<file path="src/rtl/snoop_responder.sv">
// Snoop agent holding a shadow tag/MSI/data directory of one CPU's d-cache; answers bus search/invalidate.
// Define SNOOP_WB_EN to build the writeback path (WB/WB_WAIT states, wb_* ports); otherwise the cache is write-through.
module snoop_responder #(
   parameter int INDEX_W  = 6,
   parameter int ADDR_W   = 13,
   parameter int DATA_W   = 16,
   parameter int HOLD_CYC = 2
) (
   input  logic              clk,
   input  logic              rst_n,
   input  logic              snoop_search,
   input  logic              snoop_inv,
   input  logic [ADDR_W-1:0] snoop_addr,
   output logic              search_found,
   output logic [1:0]        block_state,
   output logic [DATA_W-1:0] fwd_data,
   output logic              fwd_valid,
   output logic              snoop_busy,
   input  logic              lu_we,
   input  logic [ADDR_W-1:0] lu_addr,
   input  logic [DATA_W-1:0] lu_data,
   input  logic [1:0]        lu_state,
   output logic              wb_req,
   output logic [ADDR_W-1:0] wb_addr,
   output logic [DATA_W-1:0] wb_data,
   input  logic              wb_rdy
);

   localparam int LINES = 1 << INDEX_W;
   localparam int TAG_W = ADDR_W - INDEX_W;

   localparam logic [1:0] MSI_I = 2'b00;
   localparam logic [1:0] MSI_S = 2'b01;
   localparam logic [1:0] MSI_M = 2'b10;

   typedef enum logic [1:0] {
      S_IDLE,
      S_HOLD,
      S_WB,
      S_WB_WAIT
   } fsm_e;

   logic [TAG_W-1:0]  tag_q  [LINES];
   logic [DATA_W-1:0] data_q [LINES];
   logic [1:0]        msi_q  [LINES];

   fsm_e              fsm_q, fsm_d;
   logic [2:0]        hold_cnt_q, hold_cnt_d;
   logic              found_q, found_d;
   logic [1:0]        bstate_q, bstate_d;
   logic [DATA_W-1:0] fwd_data_q, fwd_data_d;
   logic              fwd_valid_q, fwd_valid_d;

   logic [INDEX_W-1:0] snp_idx;
   logic [INDEX_W-1:0] lu_idx;
   logic [1:0]         snp_msi;
   logic               snp_hit;
   logic               msi_we;
   logic [1:0]         msi_wdata;
   logic               lu_fire;

   assign snp_idx = snoop_addr[INDEX_W-1:0];
   assign lu_idx  = lu_addr[INDEX_W-1:0];
   assign snp_msi = msi_q[snp_idx];
   // State 11 is never a hit: only S and M lines are considered present.
   assign snp_hit = ((snp_msi == MSI_S) || (snp_msi == MSI_M)) &&
                    (tag_q[snp_idx] == snoop_addr[ADDR_W-1:INDEX_W]);

`ifdef SNOOP_WB_EN
   logic              wb_pend_q, wb_pend_d;
   logic              wb_req_q, wb_req_d;
   logic [ADDR_W-1:0] wb_addr_q, wb_addr_d;
   logic [DATA_W-1:0] wb_data_q, wb_data_d;
`endif

   // NOTE: every always_comb output gets a default first, so no path can infer a latch.
   always_comb begin
      fsm_d       = fsm_q;
      hold_cnt_d  = hold_cnt_q;
      found_d     = found_q;
      bstate_d    = bstate_q;
      fwd_data_d  = fwd_data_q;
      fwd_valid_d = fwd_valid_q;
      msi_we      = 1'b0;
      msi_wdata   = MSI_I;
      lu_fire     = 1'b0;
`ifdef SNOOP_WB_EN
      wb_pend_d   = wb_pend_q;
      wb_req_d    = wb_req_q;
      wb_addr_d   = wb_addr_q;
      wb_data_d   = wb_data_q;
`endif
      case (fsm_q)
         S_IDLE: begin
            if (snoop_inv) begin
               if (snp_hit) begin
                  msi_we    = 1'b1;
                  msi_wdata = MSI_I;
`ifdef SNOOP_WB_EN
                  if (snp_msi == MSI_M) begin
                     wb_req_d  = 1'b1;
                     wb_addr_d = snoop_addr;
                     wb_data_d = data_q[snp_idx];
                     fsm_d     = S_WB;
                  end
`endif
               end
            end else if (snoop_search) begin
               fsm_d       = S_HOLD;
               hold_cnt_d  = 3'(HOLD_CYC - 1);
               found_d     = snp_hit;
               fwd_valid_d = snp_hit;
               bstate_d    = snp_hit ? snp_msi : MSI_I;
               fwd_data_d  = snp_hit ? data_q[snp_idx] : '0;
               if (snp_hit && (snp_msi == MSI_M)) begin
                  msi_we    = 1'b1;
                  msi_wdata = MSI_S;
`ifdef SNOOP_WB_EN
                  wb_pend_d = 1'b1;
                  wb_addr_d = snoop_addr;
                  wb_data_d = data_q[snp_idx];
`endif
               end
            end else if (lu_we) begin
               lu_fire = 1'b1;
            end
         end
         S_HOLD: begin
            if (hold_cnt_q == 3'd0) begin
               fsm_d       = S_IDLE;
               found_d     = 1'b0;
               bstate_d    = MSI_I;
               fwd_data_d  = '0;
               fwd_valid_d = 1'b0;
`ifdef SNOOP_WB_EN
               if (wb_pend_q) begin
                  fsm_d     = S_WB;
                  wb_req_d  = 1'b1;
                  wb_pend_d = 1'b0;
               end
`endif
            end else begin
               hold_cnt_d = hold_cnt_q - 3'd1;
            end
         end
         S_WB, S_WB_WAIT: begin
`ifdef SNOOP_WB_EN
            if (wb_rdy) begin
               wb_req_d = 1'b0;
               fsm_d    = S_IDLE;
            end else begin
               fsm_d    = S_WB_WAIT;
            end
`else
            fsm_d = S_IDLE;
`endif
         end
         default: fsm_d = S_IDLE;
      endcase
   end

   // NOTE: sequential state is updated with non-blocking assignments only.
   always_ff @(posedge clk or negedge rst_n) begin
      if (!rst_n) begin
         fsm_q       <= S_IDLE;
         hold_cnt_q  <= '0;
         found_q     <= 1'b0;
         bstate_q    <= MSI_I;
         fwd_data_q  <= '0;
         fwd_valid_q <= 1'b0;
      end else begin
         fsm_q       <= fsm_d;
         hold_cnt_q  <= hold_cnt_d;
         found_q     <= found_d;
         bstate_q    <= bstate_d;
         fwd_data_q  <= fwd_data_d;
         fwd_valid_q <= fwd_valid_d;
      end
   end

   always_ff @(posedge clk or negedge rst_n) begin
      if (!rst_n) begin
         for (int i = 0; i < LINES; i++) msi_q[i] <= MSI_I;
      end else if (msi_we) begin
         msi_q[snp_idx] <= msi_wdata;
      end else if (lu_fire) begin
         msi_q[lu_idx] <= lu_state;
      end
   end

   // NOTE: tag/data storage has no reset; an I state already marks a line's contents as meaningless.
   always_ff @(posedge clk) begin
      if (lu_fire) begin
         tag_q[lu_idx]  <= lu_addr[ADDR_W-1:INDEX_W];
         data_q[lu_idx] <= lu_data;
      end
   end

`ifdef SNOOP_WB_EN
   always_ff @(posedge clk or negedge rst_n) begin
      if (!rst_n) begin
         wb_pend_q <= 1'b0;
         wb_req_q  <= 1'b0;
         wb_addr_q <= '0;
         wb_data_q <= '0;
      end else begin
         wb_pend_q <= wb_pend_d;
         wb_req_q  <= wb_req_d;
         wb_addr_q <= wb_addr_d;
         wb_data_q <= wb_data_d;
      end
   end

   assign wb_req  = wb_req_q;
   assign wb_addr = wb_addr_q;
   assign wb_data = wb_data_q;
`else
   logic unused_wb_rdy;
   assign unused_wb_rdy = wb_rdy;
   assign wb_req  = 1'b0;
   assign wb_addr = '0;
   assign wb_data = '0;
`endif

   assign search_found = found_q;
   assign block_state  = bstate_q;
   assign fwd_data     = fwd_data_q;
   assign fwd_valid    = fwd_valid_q;
   assign snoop_busy   = (fsm_q != S_IDLE) | snoop_search | snoop_inv;

endmodule
</file>
<file path="config.mk">
export PLATFORM = sky130hd
export DESIGN_NAME = snoop_responder
export DESIGN_NICKNAME = d
export VERILOG_FILES = /design/src/rtl/snoop_responder.sv
export SDC_FILE = /design/constraint.sdc
export NUM_CORES = 2
export LEC_CHECK = 0
export CAP_MARGIN = 20
export CORE_UTILIZATION = 55
export DETAILED_ROUTE_END_ITERATION = 8
export PLACE_DENSITY = 0.71
export SLEW_MARGIN = 30
export SYNTH_ARGS = -nofsm -noshare
export SYNTH_HDL_FRONTEND = slang
export SYNTH_SLANG_ARGS = --single-unit
</file>
<file path="constraint.sdc">
create_clock -name clk -period 7.05 [get_ports clk]
set_clock_uncertainty 0.05 [all_clocks]
set_input_delay 1.0575 -clock clk [delete_from_list [all_inputs] [get_ports clk]]
set_output_delay 1.0575 -clock clk [all_outputs]
set_load 0.03 [all_outputs]
</file>
; ---- Word level (Yosys, flattened, before mapping)
; Memory sizes are Yosys's and may differ from the RTL's.
; Index checks and enable logic that the tools add are counted.
[word_totals]
ramBits = 1472
rom_bits = 0
in_bits = 50
latch_bits = 0
output_inout_bits = 51
mem_count = 2
regBits = 152
word_cells = 151
[memory_table]
columns = name, words, word_bits, rd, rd_clocked_by_memory_dff, wr, line
row1 = data_q, 64, 16, 1, 0, 1, 44  ; logic [DATA_W-1:0] data_q [LINES];
row2 = tag_q, 64, 7, 1, 0, 1, 43  ; logic [TAG_W-1:0] tag_q [LINES];
[classes]
magnitude_cmp = 4
div_mod_pow = 0
n_mul = 0
addsub = 1
reduce_logical = 14
eq_ne = 10
shift = 0
bitwise = 4
mux = 47
[op_table]
columns = cell, count
row1 = $bwmux 128, 2
row2 = $mux 128, 2
row3 = $mux 16, 4
row4 = $pmux 16 s2, 1
row5 = $demux 2 s6, 2
row6 = $mux 2, 10
row7 = $mux 1, 18
row8 = $ge 7x7->1 const B, 2
row9 = $lt 7x1->1 const B, 2
row10 = $not 6->7, 2
row11 = $bmux 2 s6, 1
row12 = $mux 3, 3
row13 = $ne 2x2->1 const B, 4
row14 = $reduce_and 4->1, 2
row15 = $eq 7x7->1, 1
row16 = $eq 2x2->1 const B, 3
row17 = $pmux 2 s3, 1
row18 = $pmux 3 s2, 1
row19 = $reduce_bool 2->1, 3
row20 = $eq 2x1->1 const B, 2
row21 = $logic_and 1x1->1, 4
row22 = $pmux 2 s2, 1
row23 = $logic_not 3->1, 1
row24 = $reduce_and 3->1, 1
row25 = other kinds (6), 7

; ---- Logic depth before layout (Yosys ltp)
[depth]
depth_word = 14
depth_mapped = 23
ltp_nobuf = 14

; ---- Worst setup path after synthesis
; No wires, ideal clock.
[synth_path]
path_type = in2reg
from = in snoop_addr[1]
to = reg msi_q[25] (netlist name)
setup_time_ns = 0.120
slack_ns = 1.630
required_ns = 6.880
n_path_buf = 7
arrival_time_ns = 5.250
cell_stages = 19
cell_sequence = buf_6 -> buf_4 -> buf_2 -> buf_2 -> buf_1 -> clkbuf_1 -> nor2_1 -> a21oi_1 -> a21oi_1 -> a221oi_1 -> o22ai_1 -> nor4_1 -> ha_1 -> nor2_1 -> and4_1 -> or3b_1 -> buf_2 -> or4_1 -> a31o_2
[synth_via]
elab_chain_cells = 13
word_cells_on_any_way = 24
cone_classes = order compare (2) / eq/ne (3) / mux (12) / bitwise (1) / reduce/logical (5) / memory (1)
[synth_lines]
columns = element, line
row1 = from (decl), 13  ; input logic [ADDR_W-1:0] snoop_addr,
row2 = $not 6->7 (implied by the code), "64, 185"
row3 = $bmux 2 s6, 64  ; assign snp_msi = msi_q[snp_idx];
row4 = $mux 2 (implied by the code) (2 in a row), 64
row5 = $eq 2x1->1 / $eq 2x2->1 (equally long branches), "66, 115"
row6 = $logic_or 1x1->1, 66  ; assign snp_hit = ((snp_msi == MSI_S) || (snp_msi == MSI_M)) &&
row7 = $logic_and 1x1->1, 66
row8 = $logic_and 1x1->1, 115  ; if (snp_hit && (snp_msi == MSI_M)) begin
row9 = $mux 1, 115
row10 = $mux 1, 108  ; end else if (snoop_search) begin
row11 = $mux 1, 95  ; if (snoop_inv) begin
row12 = $mux 1, 93  ; case (fsm_q)
row13 = $mux 128 / $reduce_bool 2->1 (equally long branches), -
row14 = "to (signal, indexed assignment)", 185  ; msi_q[snp_idx] <= msi_wdata;
row15 = "to (signal, indexed assignment)", 187  ; msi_q[lu_idx] <= lu_state;
row16 = to (decl), 45  ; logic [1:0] msi_q [LINES];
; Several ways; a longest one is shown, not always the timed one. The select of a mux whose other input is x is not followed.
; A chain may end at the register's enable or synchronous reset.

; ---- Worst setup path in the final report
[layout_path]
from = in snoop_addr[1]
to = reg fwd_data_q[13], in the netlist fwd_data[13]
[layout_via]
elab_chain_cells = 11
word_cells_on_any_way = 15
cone_classes = eq/ne (3) / mux (7) / bitwise (1) / reduce/logical (2) / memory (2)
[layout_lines]
columns = element, line
row1 = $not 6->7 (implied by the code), 64
row2 = $bmux 2 s6, 64
row3 = $mux 2 (implied by the code) (2 in a row), 64
row4 = $eq 2x1->1 / $eq 2x2->1 (equally long branches), 66
row5 = $logic_or 1x1->1, 66
row6 = $logic_and 1x1->1, 66
row7 = $mux 16 *, 114  ; fwd_data_d = snp_hit ? data_q[snp_idx] : '0;
row8 = $mux 16 *, 108
row9 = $mux 16 *, 95
row10 = $pmux 16 s2 *, 93
row11 = to (signal assigned), 176  ; fwd_data_q <= fwd_data_d;
row12 = to (decl), 51  ; logic [DATA_W-1:0] fwd_data_q, fwd_data_d;
; Mark *: on every way between the ends. The rest lies on a longest branch, timed or not. The select of a mux whose other input is x is not followed.

==> metrics.md <==
| Metric | Value |
|---|---|
| Residual DRC count | 2 |
| Site Rows | between 100 and 150 |
| Layout Area Growth over Synthesis | 12.57% |
| Post-synthesis sequential area ratio | roughly 76% |
| Core ar. | 0.1142 mm² |
| Fin. Hold Viols | 0 |
| Power per cell area | roughly 280 mW/mm² |
| Critical path's most frequent cell | buf_4 |
| Top_reg_cell synth | edfxtp_1 |
| Leak | 23.57 nW |
| Setup CP Type | in2reg |
| Via count | 41260 |
| Instance count of the mapped netlist | 3926 |
| Vias in the first global route | 38670 |
| Routed WL | 206700 µm |
| Num CTS Buffers | 160 |
| Max-cap violations | 0 |
| Resized Gates After CTS | 0 |
| PortBufs | 69 |
| Failing checks | DRC |
| H-tree levels | 4 |
| Fraction of layout cells with a size suffix above 1 | 14.34% |
| VDD IR max | 0.2510 mV |
| Synthesized area per cell | ~16 µm² |
| CTS tree | yes |
| Worst-skew pair later-pin latency | 0.78 ns |
| Clock transition at path regs | 0.06 ns |
| Total Power | 20.03 mW |
| Chain of cells forming the critical path | buf_6 -> nand2b_1 -> nor2_1 -> buf_4 -> a22oi_1 -> a41oi_1 -> a21oi_1 -> o2111ai_1 -> ha_1 -> nor2_1 -> buf_4 -> and4_1 -> or3b_2 -> buf_4 -> a2111oi_0 -> buf_4 -> a21o_1 |
| Die area | ~0.12 mm² |
| FF-to-FF Start | msi_q[14]$_DFFE_PN0P_ |
| Design Area, Final | 0.07118 mm² |
| Largest net degree at the start of global routing | approximately 100 |
| Worst Setup End Kind | flip-flop |
| CTS max path bufs | 3 |
| Finish-stage setup viols | 0 |
| Largest area contributor in the netlist | edfxtp_1 |
| Fill count | 8114 |
| Min cycle time layout | 6.131 ns |
| EDFF count, synth | between 1000 and 1500 |
| First-pass GRT wire length | 288800 µm |
| Async SR Flop Fraction | 9.304% |
| Die W | 341.1 µm |
| Final worst-path cycle share | 86.97% |
| Top cells by count, synth | 1472 x edfxtp_1, 415 x o22ai_1, 196 x clkbuf_1, 172 x mux2i_1, 172 x nand2_1 |
| GRT Util Overall | roughly 35% |
| Postcts setup bufs | 0 |
| Setup TNS | 0 ns |
| Root Driver | clkbuf_16 |
| Count leader, synth | edfxtp_1 |
| Avg Vias per Cell | approximately 7.3 |
| CP max stage cell | nor2_1 |
| Drt pass-1 iters | 8 |
| Type of the most critical hold path | in2async |
| Yosys cell types | 75 |
| Post-synthesis cell area | roughly 0.063 mm² |
| Synth area leaders | edfxtp_1 70%, dfrtp_1 6.0%, o22ai_1 4.1% |
| #FFs+latches synth | ~1600 |
| Worst-Margin Slew | 1.106 ns |
| Grt total ovfl | 0 |
| Post-DP Area | 0.06608 mm² |
| RSZ-0062 raised after global routing | false |
| WP data required | 7.71 ns |
| Dpl hpwl | 116600 µm |
| Crit Path Max Fanout | 32 |
| Top cell type's share of synthesized area | a little over two thirds |
| CP arrival | between 6 and 7 ns |
| Status | finished, violations left |
| Worst setup SP type | input port |
| Max Clock Freq | roughly 160 MHz |
| Nets | between 4000 and 5000 |
| Worst slew margin | 25.68% |
| Post-route ant nets | 0 |
| Initial DRC count | 7665 |
| DR WL/cell | 36.37 µm |
| Synthesis Warnings | 0 |
| Worst R2R End | fwd_data[13]$_DFFE_PN0P_ |
| Clock Sink Count | 1623 |
| Initial Util | 55.37% |
| Routability Congestion | 0.9671 |
| FF-to-FF setup slack | between 1.5 and 2 ns |
| Critical Path Max Stage Delay | 0.75 ns |
| IO Count | 101 |
| R2R cell count | 14 |
| Final Max Tran Viols | 0 |
| CTS Hold Bufs | 0 |
| Initial antenna violation count | 8 |
| Chip height | ~340 µm |
-- logic make-up after synthesis --
logic type	count (synthesis)	share of synthesized area (%)
compound gates	1061	11.71
xor+xnor	6	0.08311
fa+ha+maj	3	0.05937
buf+inv	392	2.735
flops	1623	75.88
mux	265	5.044
other cells	1	0.005931
simple gates	575	4.476
-- registers in the layout (all words and copies together), names as in the netlist --
register     cells
data_q        1024
tag_q          448
msi_q          128
fwd_data        16
hold_cnt_q       3
block_state      2
fsm_q            1
fwd_valid        1
-- placed cells by master (no fill, tap or decap), types with 43 or more instances in the layout --
cell	n
buf_4	173
edfxtp_1	1472
mux2i_1	171
o311ai_1	74
o21ai_0	97
dfrtp_1	151
clkbuf_16	162
o311ai_0	46
nand3_1	85
o22ai_1	415
clkbuf_1	43
mux2_2	55
o221ai_1	64
nand2_1	164
a21oi_1	70
a22oi_1	103
nor4_1	52
nor2_1	96
-- how the worst max path moves through the flow --
stage / depth (start not counted) / to / from / slack [ns]
after floorplan: 19 / msi_q[25]$_DFFE_PN0P_ / snoop_addr[1] / 1.63
after global placement: 17 / fwd_data[13]$_DFFE_PN0P_ / snoop_addr[0] / 0.59
after detailed placement: 17 / fwd_data[13]$_DFFE_PN0P_ / snoop_addr[0] / 0.48
after CTS: 17 / fwd_data[13]$_DFFE_PN0P_ / snoop_addr[0] / 1.26
after global routing: 17 / fwd_data[13]$_DFFE_PN0P_ / snoop_addr[1] / 1.10
final: 17 / fwd_data[13]$_DFFE_PN0P_ / snoop_addr[1] / 0.92
-- stage by stage --
step	setup WS (ns)	util (%)	hold slack (ns)	cells
floorplan	1.630	-	0.3991	3955
global placement	0.5927	57.77	0.4176	5386
detailed placement	0.4762	57.87	0.4220	5389
CTS	1.265	62.29	0.2687	5681
global route	1.097	62.33	0.3186	5683
finish	0.9188	62.33	0.2656	5684
-- final cells by class --
class | instances | area, µm² | share of cell area, %
Clock inverter | 85 | 804.5 | 1.130
Inverter | 67 | 259.0 | 0.3639
Timing Repair Buffer | 247 | 2192 | 3.080
Tap cell | 1512 | 1892 | 2.658
Sequential cell | 1623 | 47980 | 67.41
Multi-Input combinational cell | 1940 | 13800 | 19.39
Antenna cell | 3 | 7.507 | 0.01055
Clock buffer | 207 | 4243 | 5.961
-- routing by layer --
layer,vias up,global-route usage [%],wire length [µm]
met5,-,0.4085,134
met4,10,18.47,12860
met3,743,10.23,31710
met2,3668,50.50,88470
met1,20580,49.54,73550
li1,16270,-,-
-- worst max-delay path: cells and delay by family --
kind / cells / cell delay [ns]
and+or+nand+nor: 5 / 2.16
AOI/OAI and AO/OA: 6 / 1.76
buffers and inverters: 5 / 1.38
adders and majority gates: 1 / 0.34
-- power by group --
part           total, mW  switching [mW]  internal, mW  leakage (nW)
Combinational       1.19           0.876         0.313          5.81
Clock               8.27            3.66          4.61          2.46
Sequential          10.6          0.0285          10.5          15.3
Total               20.0            4.57          15.5          23.6
Note: power is estimated with default switching activity, not from simulation.
